--- src/rtl/player_input_ctrl_if.sv ---
// rtl/player_input_ctrl_if.sv - key/move bundle between board buttons and the player_input producer
interface player_input_ctrl_if;
  logic [3:0] key_raw;
  logic       gameover;
  logic [3:0] player_input;
  logic [3:0] key_held;

  modport master (
    output key_raw,
    output gameover,
    input  player_input,
    input  key_held
  );

  modport slave (
    input  key_raw,
    input  gameover,
    output player_input,
    output key_held
  );
endinterface

--- src/rtl/player_input_ctrl.sv ---
// rtl/player_input_ctrl.sv - push-button conditioner producing one-hot move pulses with auto-repeat
module player_input_ctrl #(
  parameter int ACTIVE_LOW      = 1,
  parameter int DEBOUNCE_CYCLES = 4,
  parameter int REPEAT_DELAY    = 16,
  parameter int REPEAT_RATE     = 8,
  parameter int CNT_W           = 16
) (
  input logic                 clk,
  input logic                 reset,
  player_input_ctrl_if.slave  bus
);

  localparam logic [1:0] ST_IDLE   = 2'd0;
  localparam logic [1:0] ST_DELAY  = 2'd1;
  localparam logic [1:0] ST_REPEAT = 2'd2;
  localparam logic [1:0] ST_HELD   = 2'd3;

  localparam logic [CNT_W-1:0] DEB_LAST   = CNT_W'(DEBOUNCE_CYCLES - 1);
  localparam logic [CNT_W-1:0] DELAY_LAST = CNT_W'(REPEAT_DELAY - 1);
  localparam logic [CNT_W-1:0] RATE_LAST  = CNT_W'(REPEAT_RATE - 1);
  localparam logic [CNT_W-1:0] CNT_ONE    = CNT_W'(1);

  logic [3:0] key_pressed;
  logic [3:0] sync1;
  logic [3:0] sync2;
  logic [3:0] deb;
  logic [3:0] req;
  logic [3:0] grant;

  // Internally 1 always means pressed, whatever the board polarity.
  assign key_pressed = (ACTIVE_LOW != 0) ? ~bus.key_raw : bus.key_raw;

  always_ff @(posedge clk) begin
    if (reset) begin
      sync1 <= 4'b0000;
      sync2 <= 4'b0000;
    end else begin
      sync1 <= key_pressed;
      sync2 <= sync1;
    end
  end

  for (genvar k = 0; k < 4; k++) begin : g_key
    logic [CNT_W-1:0] deb_cnt;
    logic             deb_k;
    logic [1:0]       state;
    logic [1:0]       state_nxt;
    logic [CNT_W-1:0] rpt_cnt;
    logic [CNT_W-1:0] rpt_nxt;
    logic             req_k;

    // Any synced sample that agrees with the current level restarts the count.
    always_ff @(posedge clk) begin
      if (reset) begin
        deb_cnt <= '0;
        deb_k   <= 1'b0;
      end else if (sync2[k] == deb_k) begin
        deb_cnt <= '0;
      end else if (deb_cnt == DEB_LAST) begin
        deb_k   <= sync2[k];
        deb_cnt <= '0;
      end else begin
        deb_cnt <= deb_cnt + CNT_ONE;
      end
    end

    // Release is checked first so it overrides a repeat falling on the same cycle.
    always_comb begin
      req_k     = 1'b0;
      state_nxt = state;
      rpt_nxt   = rpt_cnt;
      if (!deb_k) begin
        state_nxt = ST_IDLE;
        rpt_nxt   = '0;
      end else begin
        case (state)
          ST_IDLE: begin
            req_k     = 1'b1;
            rpt_nxt   = '0;
            state_nxt = (REPEAT_DELAY == 0) ? ST_HELD : ST_DELAY;
          end
          ST_DELAY: begin
            if (rpt_cnt == DELAY_LAST) begin
              req_k     = 1'b1;
              rpt_nxt   = '0;
              state_nxt = ST_REPEAT;
            end else begin
              rpt_nxt = rpt_cnt + CNT_ONE;
            end
          end
          ST_REPEAT: begin
            if (rpt_cnt == RATE_LAST) begin
              req_k   = 1'b1;
              rpt_nxt = '0;
            end else begin
              rpt_nxt = rpt_cnt + CNT_ONE;
            end
          end
          ST_HELD: begin
            req_k = 1'b0;
          end
          default: begin
            state_nxt = ST_IDLE;
            rpt_nxt   = '0;
          end
        endcase
      end
    end

    always_ff @(posedge clk) begin
      if (reset) begin
        state   <= ST_IDLE;
        rpt_cnt <= '0;
      end else begin
        state   <= state_nxt;
        rpt_cnt <= rpt_nxt;
      end
    end

    assign deb[k] = deb_k;
    assign req[k] = req_k;
  end

  // Losing requests are dropped rather than queued.
  always_comb begin
    grant = 4'b0000;
    if (req[3])      grant = 4'b1000;
    else if (req[2]) grant = 4'b0100;
    else if (req[1]) grant = 4'b0010;
    else if (req[0]) grant = 4'b0001;
  end

  always_ff @(posedge clk) begin
    if (reset) begin
      bus.player_input <= 4'b0000;
    end else begin
      bus.player_input <= bus.gameover ? 4'b0000 : grant;
    end
  end

  assign bus.key_held = deb;

endmodule

--- src/flat_wrapper.sv ---
// flat-port wrapper written by rule: the top's interface ports become plain ports
module player_input_ctrl_flat 
#(
  parameter int ACTIVE_LOW      = 1,
  parameter int DEBOUNCE_CYCLES = 4,
  parameter int REPEAT_DELAY    = 16,
  parameter int REPEAT_RATE     = 8,
  parameter int CNT_W           = 16
)
  (clk, reset, bus_key_raw, bus_gameover, bus_player_input, bus_key_held);
  player_input_ctrl_if bus_i ();
  input logic clk;
  input logic reset;
  input wire logic [$bits(bus_i.key_raw)-1:0] bus_key_raw;
  input wire logic [$bits(bus_i.gameover)-1:0] bus_gameover;
  output wire logic [$bits(bus_i.player_input)-1:0] bus_player_input;
  output wire logic [$bits(bus_i.key_held)-1:0] bus_key_held;
  assign bus_i.key_raw = bus_key_raw;
  assign bus_i.gameover = bus_gameover;
  assign bus_player_input = bus_i.player_input;
  assign bus_key_held = bus_i.key_held;
  player_input_ctrl #(.ACTIVE_LOW(ACTIVE_LOW), .DEBOUNCE_CYCLES(DEBOUNCE_CYCLES), .REPEAT_DELAY(REPEAT_DELAY), .REPEAT_RATE(REPEAT_RATE), .CNT_W(CNT_W)) u_core (.clk(clk), .reset(reset), .bus(bus_i));
endmodule
--- config.mk ---
export PLATFORM = sky130hd
export DESIGN_NAME = player_input_ctrl_flat
export DESIGN_NICKNAME = d
export VERILOG_FILES = /design/src/rtl/player_input_ctrl_if.sv /design/src/rtl/player_input_ctrl.sv /design/src/flat_wrapper.sv
export SDC_FILE = /design/constraint.sdc
export NUM_CORES = 1
export LEC_CHECK = 0
export CORE_MARGIN = 1
export CORE_UTILIZATION = 45
export CTS_BUF_LIST = sky130_fd_sc_hd__clkbuf_8
export DETAILED_ROUTE_END_ITERATION = 10
export PLACE_DENSITY = 0.6
export SYNTH_ARGS = -nofsm -noshare
export SYNTH_HDL_FRONTEND = slang
export SYNTH_SLANG_ARGS = --single-unit
--- constraint.sdc ---
create_clock -name clk -period 4.3 [get_ports clk]
set_input_delay 0.645 -clock clk [delete_from_list [all_inputs] [get_ports clk]]
set_output_delay 0.645 -clock clk [all_outputs]
set_load 0.05 [all_outputs]
# After elaboration in Yosys (flattened, before gate mapping)

Cells that the tools add are included.

Register bits: 152
Input bits: 7
Output and inout port bits: 8
Logic and storage cells: 143

Add/subtract/negate cells: 8
Equal/unequal tests: 32
Mux-type cells: 40
Bitwise logic cells: 9
Reduce and logical (&&, ||, !) cells: 32

Operator list:

| operator                                                                | number |
|---|---|
| 16-bit case mux with 3 select lines                                     | 4 |
| 16-bit by 1-bit adder with 16-bit output, second input constant         | 8 |
| 16-bit two-way mux                                                      | 8 |
| 16-bit by 2-bit == test with 1-bit output, second input constant        | 4 |
| 16-bit by 3-bit == test with 1-bit output, second input constant        | 4 |
| 16-bit by 4-bit == test with 1-bit output, second input constant        | 4 |
| 2-bit == test, second input constant                                    | 8 |
| 1-bit case mux with 4 select lines                                      | 4 |
| 2-bit case mux with 2 select lines                                      | 4 |
| 2-bit AND reduction                                                     | 8 |
| 3-bit OR reduction                                                      | 5 |
| 1-bit two-way mux                                                       | 13 |
| 4-bit two-way mux                                                       | 3 |
| 3-bit nonzero test                                                      | 4 |
| 2-bit OR reduction                                                      | 5 |
| 2-bit by 1-bit == test with 1-bit output, second input constant         | 4 |
| 2-bit zero test                                                         | 4 |
| 2-bit two-way mux                                                       | 4 |
| 2-bit by 1-bit inequality test with 1-bit output, second input constant | 4 |
| 1-bit NOT                                                               | 8 |
| 2-bit nonzero test                                                      | 4 |
| 5-bit OR reduction                                                      | 1 |
| 1-bit == test                                                           | 4 |
| 4-bit NOT                                                               | 1 |
| 4-bit OR reduction                                                      | 1 |

# Logic depth before layout (Yosys ltp)

Depth in word-level cells: 8
Depth in mapped cells: 9
Gate-level depth less buffers: 7

# Least setup slack after synthesis

Ideal clock, no wire load.

Path kind: reg-to-reg
Start: register u_core.g_key[3].rpt_cnt[0]
End: register u_core.g_key[3].rpt_cnt[12]
Library setup time: 0.074 ns
Arrival: 1.890 ns
Required time: 4.226 ns
Setup slack: 2.336 ns
Cell stages (with the launch flop): 7
Path buffers: 0
Period minus slack after synthesis: 1.964 ns
Path through: dfxtp_1 ha_1 nand3_2 or3_4 or3_1 or3_1 a31oi_1

Cells in the longest elaborated chain, start to end: 3
Elaborated cells on any way between the ends: 6
Classes of those cells: add/sub (1); eq/ne (2); mux (3)

RTL lines:

| what                                                                   | RTL line                                         | source |
|---|---|---|
| start, declared                                                        | player_input_ctrl.sv:49                          | `logic [CNT_W-1:0] rpt_cnt;` |
| start signal, assigned                                                 | player_input_ctrl.sv:117                         | `rpt_cnt <= rpt_nxt;` |
| 16-bit by 1-bit adder with 16-bit output, or another cell as far along | player_input_ctrl.sv:89, player_input_ctrl.sv:97 |  |
| 16-bit two-way mux, on equally long branches                           | player_input_ctrl.sv:93, player_input_ctrl.sv:84 |  |
| 16-bit case mux with 3 select lines (*)                                | player_input_ctrl.sv:77                          | `case (state)` |

Mark *: on every way between the ends. The rest lies on a longest branch, timed or not.
A chain may end at the register's enable or synchronous reset.

# Final worst setup path

Start: register u_core.g_key[2].deb_k
End: output bus_key_held[2]

RTL lines:

| what                   | RTL line                | source |
|---|---|---|
| start, declared        | player_input_ctrl.sv:46 | `logic deb_k;` |
| start signal, assigned | player_input_ctrl.sv:61 | `deb_k <= sync2[k];` |
| end, declared          | flat_wrapper.sv:17      | `output wire logic [$bits(bus_i.key_held)-1:0] bus_key_held;` |

No word-level cell between the ends.

==> flow_summary.json <==
{
  "vias_per_cell": 5.51,
  "final_area_sq_um": 8020,
  "syn_area_sq_um": 7420,
  "drt-pass1-iter-count": 4,
  "arrival_ps": 1850,
  "synth-compound-area-share_pct": 9.93,
  "async_reset_ff_share_pct": 0,
  "layout_min_cycle_time_ps": 2490,
  "slowest_stage": "clkdlybuf4s50_1",
  "synth.top_cell.area_share_pct": 41.0,
  "placed_cell_area_sq_um": 7690,
  "h-tree-depth": 4,
  "cap_violations": 0,
  "cts_setup_buffers": 0,
  "hold_viol": 0,
  "drv_slew": 0,
  "cts_buffers": 17,
  "clk_path_buf_depth": 2,
  "yosys.cell_types.count": 63,
  "drtIter0Drc": 248,
  "layout.nets": 909,
  "yosys_most_used_dff": "dfxtp_1",
  "dieArea_sq_um": 17000,
  "rsz0062_at_grt": "no",
  "multi_input_area_sq_um": 4140,
  "fill_cells": 1539,
  "clockPowerShare_pct": 39.3,
  "synth_area_leader_cell": "dfxtp_1",
  "dp.cells": 1071,
  "rows": 46,
  "synth_edf_count": 0,
  "grt_pass1_vias": 5516,
  "powerDensity_nw_per_um2": 295,
  "antenna_found_initial": 0,
  "finalWeightedCongestion": 0.807,
  "ctsHoldBuffers": 0,
  "setup_violations": 0,
  "wl_met2_um": 6940,
  "wl_met1_um": 7540,
  "status": "finished clean",
  "fmax_mhz": 401,
  "crit_path_end_kind": "output pin",
  "die_h_um": 130,
  "fp.coreArea_sq_um": 16000,
  "netSwitchingPower_mw": 0.541,
  "initial_core_util_pct": 46.4,
  "root_buffer": "clkbuf_8",
  "crit_chain": "clkdlybuf4s50_1",
  "worstSkewPairLatency_ps": 440,
  "wl_per_cell_um": 13.7,
  "leakagePower_nw": 2.59,
  "worst-path-buf-inv": 1,
  "seq_area_sq_um": 3040,
  "fin_ws_ps": 1810,
  "slowest_delay_ps": 870,
  "drcViolationCount": 0,
  "dr_total_vias": 6066,
  "die_x_um": 130,
  "ys_warn_count": 0,
  "synth-xor-area-share_pct": 8.02,
  "dr_wl_met3_um": 477,
  "drtAntennaViolNets": 0,
  "gr-total-overflow": 0,
  "cts_tree": "built",
  "timing.setup.tns_ps": 0,
  "cts_resized": 0,
  "seqPwrFrac_pct": 59.7,
  "combPwrFrac_pct": 1.0,
  "synthAdderAreaFrac_pct": 4.72,
  "tightestPinTransition_ps": 1130,
  "synth_mux_area_share_pct": 1.25,
  "timing_worst_setup_path_type": "register to output pin",
  "clock_sinks": 152,
  "slew_headroom_pct": 24.7,
  "ys_seq_area_share_pct": 41.0,
  "synth_cells": 872,
  "ios": 15,
  "ys_seq_elements": 152,
  "final_cells": 1101,
  "routed_wl_um": 15100,
  "pre_cts_slack_ps": 1460,
  "globalRouteTotalUtil_pct": 18.7,
  "synth_nets": 907,
  "worstHoldPathType": "register to register",
  "numPortBuffers": 14,
  "grt_pass1_wl_um": 25400,
  "sw_frac_of_total_pct": 22.9,
  "synth_top_family_by_area": "simple AND/OR/NAND/NOR gates",
  "clk_pin_slew_worst_paths_ps": 70,
  "timing.final.crit_share_pct": 58.0,
  "num_antenna_cells": 0,
  "yosys-top-cells-area": "dfxtp_1 41%, nor2_1 5.4%, ha_1 4.7%",
  "area_growth_syn_to_layout_pct": 8.06,
  "crit_fanout": 7,
  "crit_path_start_kind": "register",
  "ir_worst_vdd_mv": 0.170,
  "fin_hold_ws_ps": 447,
  "p_int_mw": 1.83,
  "syn_avg_cell_area_sq_um": 8.51,
  "crit_required_ps": 3650,
  "dr.max_layer_used": "met4",
  "crit_family": "buffers and inverters",
  "dp_hpwl_um": 10800,
  "grt_start_max_net_pins": 23,
  "synthSimpleGateAreaFrac_pct": 31.8,
  "skew_ps": 8.87,
  "drive_gt1_share_pct": 5.88
}
[cell usage in the layout (no fill, tap or decap), types with 22 or more instances in the layout]
cell and count:
nand2_1 91, ha_1 28, nand3_1 65, xor2_1 36
nand4_1 29, dfxtp_1 152, xnor2_1 32, nor2_1 106
a21oi_1 29, inv_1 24, or3_1 22
[final cells by class]
class | count | share of cell area [%]
Sequential cell | 152 | 37.9
Clock buffer | 18 | 3.09
Clock inverter | 12 | 1.03
Timing Repair Buffer | 16 | 1.93
Inverter | 23 | 1.08
Multi-Input combinational cell | 664 | 51.6
Tap cell | 216 | 3.37
[sequential cells by signal, indices dropped and copies added (netlist names)]
name                     count
u_core.g_key.state           8
u_core.g_key.deb_k           4
u_core.sync1                 4
u_core.bus.player_input      4
u_core.g_key.deb_cnt        64
u_core.g_key.rpt_cnt        64
u_core.sync2                 4
[power groups by stage]
stage	Clock, mW	Sequential [mW]	Combinational [mW]
final	0.931	1.41	0.0227
after detailed placement	0	1.45	0.0229
after CTS	0.970	1.41	0.0231
after global routing	1.04	1.41	0.0249
after floorplan	0	1.45	0.0123
after global placement	0	1.45	0.0224
[per-layer routing]
metal	GRT usage, %	vias to the layer above
li1	-	3112
met1	24.2	2858
met2	30.8	89
met3	4.68	7
met4	5.68	0
met5	0	-
[logic make-up after synthesis]
| kind of cell | count (synthesis) |
|---|---|
| AOI/OAI and AO/OA | 108 |
| xor gates and xnor gates | 68 |
| adders and majority gates | 28 |
| buffers and inverters | 56 |
| DFF | 152 |
| muxes | 9 |
| and+or+nand+nor | 451 |
[Yosys cell counts, types with 10 or more instances]
cell,instances
nand2_1,91
ha_1,28
clkbuf_1,19
nand4_1,29
or3_1,22
a31oi_1,19
dfxtp_1,152
o21ai_0,16
and4_1,11
a21oi_1,29
nand3_1,65
nor2b_1,12
inv_1,23
xnor2_1,32
nor4_1,17
nor3_1,19
xor2_1,36
o311ai_1,10
nor2_1,106
nand2b_1,10
and3_1,20
[final timing paths]
path | startpoint | endpoint | slack, ps | depth (start not counted)
setup reg to reg | u_core.g_key[3].rpt_cnt[0]$_SDFFE_PP0P_ | u_core.g_key[3].rpt_cnt[10]$_SDFFE_PP0P_ | 1840 | 6
hold reg to reg | u_core.sync1[2]$_SDFF_PP0_ | u_core.sync2[2]$_SDFF_PP0_ | 450 | 1
setup / recovery | u_core.g_key[2].deb_k$_SDFFE_PP0P_ | bus_key_held[2] | 1810 | 1
hold / removal | u_core.sync1[2]$_SDFF_PP0_ | u_core.sync2[2]$_SDFF_PP0_ | 450 | 1
[metrics by stage]
step / total power, mW / util [%]
floorplan: 1.46 / -
global placement: 1.47 / 48.1
detailed placement: 1.47 / 48.1
CTS: 2.41 / 50.1
global route: 2.48 / 50.1
finish: 2.37 / 50.1
No activity file was read; power rests on OpenSTA's default activity.
